### config.mk
export PLATFORM = sky130hd
export DESIGN_NAME = pulse_tracer_mc_flat
export DESIGN_NICKNAME = d
export VERILOG_FILES = /design/src/rtl/pulse_tracer_mc_if.sv /design/src/rtl/pulse_tracer_mc.sv /design/src/flat_wrapper.sv
export SDC_FILE = /design/constraint.sdc
export NUM_CORES = 1
export LEC_CHECK = 0
export BUFFER_PORTS_ARGS = -buffer_cell sky130_fd_sc_hd__buf_4
export CORE_MARGIN = 2
export CORE_UTILIZATION = 54
export CTS_BUF_LIST = sky130_fd_sc_hd__clkbuf_8
export DETAILED_ROUTE_END_ITERATION = 10
export GPL_TIMING_DRIVEN = 1
export PLACE_DENSITY = 0.89
export SYNTH_ARGS = -nofsm -noshare
export SYNTH_HDL_FRONTEND = slang
export SYNTH_SLANG_ARGS = --single-unit
export TNS_END_PERCENT = 10
### constraint.sdc
create_clock -name clk -period 1.43 [get_ports clk]
set_input_delay 0 -clock clk [delete_from_list [all_inputs] [get_ports clk]]
set_output_delay 0 -clock clk [all_outputs]
set_load 0.03 [all_outputs]
### src/rtl/pulse_tracer_mc_if.sv
// Bus bundle for pulse_tracer_mc: raw inputs, filter controls and filtered outputs.
// The glitch_clr/glitch_flag/glitch_total members exist only when GLITCH_COUNT_EN is defined.
interface pulse_tracer_mc_if #(
  parameter int CHANNELS = 4,
  parameter int CNT_W    = 4
);
  logic [CHANNELS-1:0] noisy_in;
  logic [CNT_W-1:0]    stable_cnt;
  logic [1:0]          edge_mode;
  logic [CHANNELS-1:0] clean_out;
  logic [CHANNELS-1:0] pulse_out;
`ifdef GLITCH_COUNT_EN
  logic                glitch_clr;
  logic [CHANNELS-1:0] glitch_flag;
  logic [7:0]          glitch_total;
`endif

  modport master (
    output noisy_in,
    output stable_cnt,
    output edge_mode,
    input  clean_out,
    input  pulse_out
`ifdef GLITCH_COUNT_EN
    ,
    output glitch_clr,
    input  glitch_flag,
    input  glitch_total
`endif
  );

  modport slave (
    input  noisy_in,
    input  stable_cnt,
    input  edge_mode,
    output clean_out,
    output pulse_out
`ifdef GLITCH_COUNT_EN
    ,
    input  glitch_clr,
    output glitch_flag,
    output glitch_total
`endif
  );
endinterface

### src/rtl/pulse_tracer_mc.sv
// Multi-channel input conditioner: synchroniser, programmable glitch filter, edge-pulse generator.
// Optional GLITCH_COUNT_EN adds sticky per-channel glitch flags and a saturating glitch counter.
module pulse_tracer_mc #(
  parameter int CHANNELS    = 4,
  parameter int CNT_W       = 4,
  parameter int SYNC_STAGES = 2
) (
  input  logic              clk,
  input  logic              rst_n,
  pulse_tracer_mc_if.slave  bus
);

  logic [CHANNELS-1:0]             sync_r [SYNC_STAGES];
  logic [CHANNELS-1:0]             synced_s;
  logic [CHANNELS-1:0]             clean_r;
  logic [CHANNELS-1:0]             clean_nxt_s;
  logic [CHANNELS-1:0]             pulse_r;
  logic [CHANNELS-1:0]             pulse_nxt_s;
  logic [CHANNELS-1:0]             edge_ev_s;
  logic [CHANNELS-1:0][CNT_W-1:0]  cnt_r;
  logic [CHANNELS-1:0][CNT_W-1:0]  cnt_nxt_s;
`ifdef GLITCH_COUNT_EN
  localparam int SUM_W = 9 + $clog2(CHANNELS + 1);
  logic [CHANNELS-1:0]             glitch_ev_s;
  logic [CHANNELS-1:0]             glitch_flag_r;
  logic [7:0]                      glitch_total_r;
  logic [7:0]                      glitch_total_nxt_s;
  logic [SUM_W-1:0]                glitch_sum_s;
`endif

  // rising says which level the channel is settling to; mode 11 suppresses every pulse
  function automatic logic dir_match(input logic [1:0] mode, input logic rising);
    logic m;
    case (mode)
      2'b00:   m = rising;
      2'b01:   m = ~rising;
      2'b10:   m = 1'b1;
      default: m = 1'b0;
    endcase
    return m;
  endfunction

`ifdef GLITCH_COUNT_EN
  function automatic logic [SUM_W-1:0] popcnt(input logic [CHANNELS-1:0] v);
    logic [SUM_W-1:0] c;
    c = '0;
    for (int i = 0; i < CHANNELS; i++) begin
      c = c + SUM_W'(v[i]);
    end
    return c;
  endfunction
`endif

  assign synced_s = sync_r[SYNC_STAGES-1];

  // Synchroniser chain, one row of flops per stage covering all channels
  always_ff @(posedge clk) begin
    if (!rst_n) begin
      for (int i = 0; i < SYNC_STAGES; i++) begin
        sync_r[i] <= '0;
      end
    end else begin
      sync_r[0] <= bus.noisy_in;
      for (int i = 1; i < SYNC_STAGES; i++) begin
        sync_r[i] <= sync_r[i-1];
      end
    end
  end

  // Qualification: counter never passes stable_cnt, so it cannot wrap
  always_comb begin
    clean_nxt_s = clean_r;
    cnt_nxt_s   = cnt_r;
    pulse_nxt_s = '0;
    edge_ev_s   = '0;
`ifdef GLITCH_COUNT_EN
    glitch_ev_s = '0;
`endif
    for (int ch = 0; ch < CHANNELS; ch++) begin
      if (synced_s[ch] != clean_r[ch]) begin
        if (cnt_r[ch] >= bus.stable_cnt) begin
          clean_nxt_s[ch] = synced_s[ch];
          cnt_nxt_s[ch]   = '0;
          edge_ev_s[ch]   = 1'b1;
        end else begin
          cnt_nxt_s[ch]   = cnt_r[ch] + CNT_W'(1);
        end
      end else begin
        cnt_nxt_s[ch] = '0;
`ifdef GLITCH_COUNT_EN
        glitch_ev_s[ch] = (cnt_r[ch] != '0);
`endif
      end
      pulse_nxt_s[ch] = edge_ev_s[ch] & dir_match(bus.edge_mode, synced_s[ch]);
    end
  end

  // Filter state and registered outputs
  always_ff @(posedge clk) begin
    if (!rst_n) begin
      clean_r <= '0;
      pulse_r <= '0;
      cnt_r   <= '0;
    end else begin
      clean_r <= clean_nxt_s;
      pulse_r <= pulse_nxt_s;
      cnt_r   <= cnt_nxt_s;
    end
  end

  assign bus.clean_out = clean_r;
  assign bus.pulse_out = pulse_r;

`ifdef GLITCH_COUNT_EN
  // Saturating add of this cycle's glitch events; wide enough that the sum cannot overflow
  always_comb begin
    glitch_sum_s = {{(SUM_W-8){1'b0}}, glitch_total_r} + popcnt(glitch_ev_s);
    if (glitch_sum_s > SUM_W'(255)) begin
      glitch_total_nxt_s = 8'hFF;
    end else begin
      glitch_total_nxt_s = glitch_sum_s[7:0];
    end
  end

  // Glitch bookkeeping; clear takes priority over same-cycle events
  always_ff @(posedge clk) begin
    if (!rst_n) begin
      glitch_flag_r  <= '0;
      glitch_total_r <= 8'h00;
    end else if (bus.glitch_clr) begin
      glitch_flag_r  <= '0;
      glitch_total_r <= 8'h00;
    end else begin
      glitch_flag_r  <= glitch_flag_r | glitch_ev_s;
      glitch_total_r <= glitch_total_nxt_s;
    end
  end

  assign bus.glitch_flag  = glitch_flag_r;
  assign bus.glitch_total = glitch_total_r;
`endif

endmodule
### src/flat_wrapper.sv
// flat-port wrapper written by rule: the top's interface ports become plain ports
module pulse_tracer_mc_flat 
#(
  parameter int CHANNELS    = 4,
  parameter int CNT_W       = 4,
  parameter int SYNC_STAGES = 2
)
  (clk, rst_n, bus_noisy_in, bus_stable_cnt, bus_edge_mode, bus_clean_out, bus_pulse_out);
  pulse_tracer_mc_if #(.CHANNELS(CHANNELS), .CNT_W(CNT_W)) bus_i ();
  input  logic clk;
  input  logic rst_n;
  input wire logic [$bits(bus_i.noisy_in)-1:0] bus_noisy_in;
  input wire logic [$bits(bus_i.stable_cnt)-1:0] bus_stable_cnt;
  input wire logic [$bits(bus_i.edge_mode)-1:0] bus_edge_mode;
  output wire logic [$bits(bus_i.clean_out)-1:0] bus_clean_out;
  output wire logic [$bits(bus_i.pulse_out)-1:0] bus_pulse_out;
  assign bus_i.noisy_in = bus_noisy_in;
  assign bus_i.stable_cnt = bus_stable_cnt;
  assign bus_i.edge_mode = bus_edge_mode;
  assign bus_clean_out = bus_i.clean_out;
  assign bus_pulse_out = bus_i.pulse_out;
  pulse_tracer_mc #(.CHANNELS(CHANNELS), .CNT_W(CNT_W), .SYNC_STAGES(SYNC_STAGES)) u_core (.clk(clk), .rst_n(rst_n), .bus(bus_i));
endmodule
==> flow_results.org <==
** Global route
- Global-route wire length before repair :: 4990 microns
- Across every metal layer, demand over resource in global routing totals 0.197.
- GRT Residual Overflow :: 0
- Number of antenna violations at the first check in global routing :: 0
- Vias in the first global route :: about 1.1k
- Entering global routing, the biggest net connects 25 pins.

** Worst setup path
- Slowest CP cell :: sky130_fd_sc_hd__dfxtp_2
- Ordered list of cells on the worst path :: inv_2 -> ha_4 -> nand2b_4 -> a2111oi_4 -> nor2_2 -> and3b_1
- Worst reg2reg setup slack :: ~14 ps
- Endpoint of the most critical register-to-register path :: u_core.bus.pulse_out[1]
- STA classifies the critical path endpoint as a flop.
- On the worst path, the slowest cell contributes a delay of between 300 and 400 ps.
- For the worst setup path, the data required time is 1610 ps.
- Worst setup path class :: flop to flop
- The worst setup path is launched from a flop.
- Launch instance of the worst register-to-register path :: u_core.cnt_r[4]
- Along the worst path, the maximum fanout reaches 2.
- Counting cells, the worst reg-to-reg path comes to 6.
- Data on the critical path arrives at its endpoint at 1590 ps.

** Yosys
- Counting flops and latches in the post-synthesis netlist gives 32.
- Averaged over all synthesized cells, the footprint is 10.4 sq um.
- Synth unique cells :: 19
- In the synthesized netlist the dominant register cell turns out to be sky130_fd_sc_hd__dfxtp_1.
- The share of the Yosys chip area taken by registers is 0.391.
- For this run, asynchronously set or reset flops after synthesis account for 0.
- During synthesis, Yosys emitted a total of 0 warnings.
- Sorting the synthesized cells by how often they occur yields sky130_fd_sc_hd__dfxtp_1 (32), sky130_fd_sc_hd__nor2_1 (24), sky130_fd_sc_hd__ha_1 (20).
- The share of synthesized area in the top cell type comes to 0.391.
- Post-synthesis net count :: between 150 and 200
- In this run the cell area of the synthesized design comes to around 0.0016 sq mm.
- By area the synthesized netlist is led by sky130_fd_sc_hd__dfxtp_1 (39%), sky130_fd_sc_hd__ha_1 (15%), sky130_fd_sc_hd__a2111oi_4 (6.7%), sky130_fd_sc_hd__nor2_1 (5.5%), sky130_fd_sc_hd__xor2_1 (4.3%).
- Summed over all instances, the cell type with the most area after synthesis is sky130_fd_sc_hd__dfxtp_1.
- Post-synth EDFFs :: 0
- Synth Instances :: 158
- The most common cell in the synthesized netlist is sky130_fd_sc_hd__dfxtp_1.

** Clock tree
- CTS tree :: built
- CTS placed an instance of sky130_fd_sc_hd__clkbuf_8 at the clock tree root.
- Clock latency on the worst-skew pair :: between 200 and 300 ps
- After clock tree synthesis, the clock-pin slew on the worst setup and hold paths is approximately 60 ps.
- Once the clock tree was built, the setup fixing pass inserted 0 buffers.
- Bufs on Longest Clock Path :: 2
- # H-tree levels :: 2
- CTS saw 32 sinks.
- Inserted Clock Buffers :: 5

** Timing
- Tightest Pin Transition :: 478 ps
- Setup repair after global routing could not meet its margin everywhere.
- The worst path in the final design needs a cycle of 1420 ps, including I/O delays and setup.
- Count of final max-slew check failures :: 0
- The worst path meets setup with 13.7 ps of slack.
- On the final layout, the worst clock skew is 3.51 ps.
- Setup violations remaining at the end of the flow were counted as 0.
- Of the available clock period, the critical path in the final layout requires 0.990.
- The final number of hold-violating endpoints is 0.
- For this run, the top clock speed supported by timing is 0.706 GHz.
- Setup total negative slack :: 0 ps
- The worst pin sits at a relative slew slack of 0.679.

** Detailed routing
- After detailed routing, the number of vias per cell comes to 5.32.
- Across all layers, the routed design uses ~1.2k vias.
- For this run, design rule violations remaining after detail routing come to 0.
- Final routed wirelength across all metal layers :: about 3100 microns
- Violation count after the first detailed-route iteration :: 24
- The detail route stage leaves a number of antenna-violating nets equal to 0.
- The first detailed-routing pass took 4 iterations.
- WL per Instance :: about 14 microns

** Layout
- Final Net Count :: about 220
- The multi-input combinational cells in the finished layout cover a total of between 0.001 and 0.0015 sq mm.
- Final core utilization :: 0.726
- In the final layout, flip-flops and latches occupy around 650 sq um.
- 0 antenna diodes ended up in the layout.
- Share of layout cells above drive strength 1 :: 0.309
- The layout has roughly 210 filler cells.
- Layout Area Growth over Synthesis :: 25.3%

** Hold path
- Counting instances, the worst hold path has a depth of 3.
- For hold timing, the worst endpoint is u_core.bus.clean_out[1].
- The worst hold path begins at rst_n.
- Classification of the worst-slack hold path :: input port to flop

** Outcome
- Outcome :: finished, final reports clean

** Power and ir drop
- The internal power of the cells totals approximately 1400 uW.
- Combinational cell fraction of total power :: 0.121
- Part of the power in registers :: 0.500
- In this run the power spent charging and discharging nets is roughly 440 uW.
- The analysis attributes to cell leakage a power of a little over 0.0009 uW.
- Clock power frac :: 0.379
- Switching fraction of total power :: 0.237
- VDD IR-drop max :: approximately 0.83 mV
- Power density over cell area :: 896 mW/mm^2

** Floorplanning
- The initial utilization of the core area, before any placement, comes to 0.579.
- Floorplan row count :: 19
- 20 I/O pins were placed.
- Area enclosed by the die boundary :: 0.00349 sq mm
- The die is between 50 and 60 microns wide.
- Vertical die dimension :: ~59 microns
- Core region area :: 0.00283 sq mm

** Place
- At the end of routability-driven placement, the weighted congestion stood at roughly 0.76.
- Once detailed placement completed, the half-perimeter wirelength came to between 2000 and 2500 microns.
- Worst setup timing slack at the placement stage :: -79.8 ps
- Number of buffers added on ports :: 19

** Job
- The tool flagged a number of max-cap violations equal to 0.
## registers in the layout, indices dropped and copies added (netlist names)
| register | cells |
|---|---|
| u_core.bus.clean_out | 4 |
| u_core.bus.pulse_out | 4 |
| u_core.sync_r | 8 |
| u_core.cnt_r | 16 |
## worst max-delay path by stage
stage	cells after the start	startpoint	end	slack [ps]
2_1_floorplan	6	u_core.cnt_r[8]	u_core.bus.pulse_out[2]	-20
3_3_place_gp	6	u_core.cnt_r[8]	u_core.bus.pulse_out[2]	-30
3_5_place_dp	6	u_core.cnt_r[8]	u_core.cnt_r[10]	-80
4_1_cts	6	u_core.cnt_r[8]	u_core.cnt_r[10]	-60
5_1_grt	6	u_core.cnt_r[4]	u_core.cnt_r[4]	-80
6_report	6	u_core.cnt_r[4]	u_core.bus.pulse_out[1]	10
## repair_timing
action                                 4_1_cts  5_1_grt
endpoints found under the hold margin        4        0
resized for setup                            7        5
setup endpoints to repair                   23       24
hold buffers                                 4        0
pin swaps                                   15        2
## area by class of cell
cell class                 count  area share
multi-input combinational    113       0.499
clock inverter                 2     0.00366
clock buffer                   6      0.0402
timing repair buffer          27       0.104
tap                           31      0.0189
sequential                    32       0.314
inverter                      11      0.0201
## kinds of logic after synthesis
logic type	after synthesis	synth area share
adders and majority gates	20	0.153
buffers and inverters	13	0.0298
xor gates and xnor gates	13	0.0695
DFF	32	0.391
AOI/OAI and AO/OA	16	0.128
muxes	4	0.0244
and+or+nand+nor	60	0.205
## layer usage
metal  share of wire  wire length, microns  track usage
met4           0.013                    41       0.0649
met5               0                     0            0
met3           0.045                   138       0.0764
met2            0.53                  1640        0.337
met1            0.41                  1260        0.224
## through the flow
stage	power [uW]	hold slack (ps)	cells	instance area, sq um
2_1_floorplan	1070	127	158	1640
3_3_place_gp	1120	211	210	1850
3_5_place_dp	1140	213	210	1850
4_1_cts	1840	98.9	222	1990
5_1_grt	1920	109	222	2050
6_report	1840	100	222	2050
## layout by cell type, fill, tap and decap left out, drive strengths merged
master	count
dfxtp	32
nor2	28
buf	23
ha	20
inv	13
xor2	8
and2	8
nand2	8
clkbuf	6
xnor2	5
nand2b	4
a2111oi	4
o21a	4
o211ai	4
nand3	4
nor3b	4
a21oi	4
and3b	4
mux2i	4
dlygate4sd3	4
## power by group through the flow
stage / clock network [uW] / logic (uW) / registers (uW)
floorplan: 0 / 133 / 940
global placement: 0 / 188 / 937
detailed placement: 0 / 197 / 938
CTS: 711 / 210 / 919
global route: 749 / 245 / 921
finish: 698 / 222 / 920
## critical path: cells and delay by family (launching register included)
family | cells | cell delay (ps)
AND/OR/NAND/NOR | 3 | 400
flip-flops | 1 | 340
AO/OA/AOI/OAI | 1 | 340
adder cells (fa/ha/maj) | 1 | 200
buffers and inverters | 1 | 40
No activity file was read; power rests on OpenSTA's default activity.
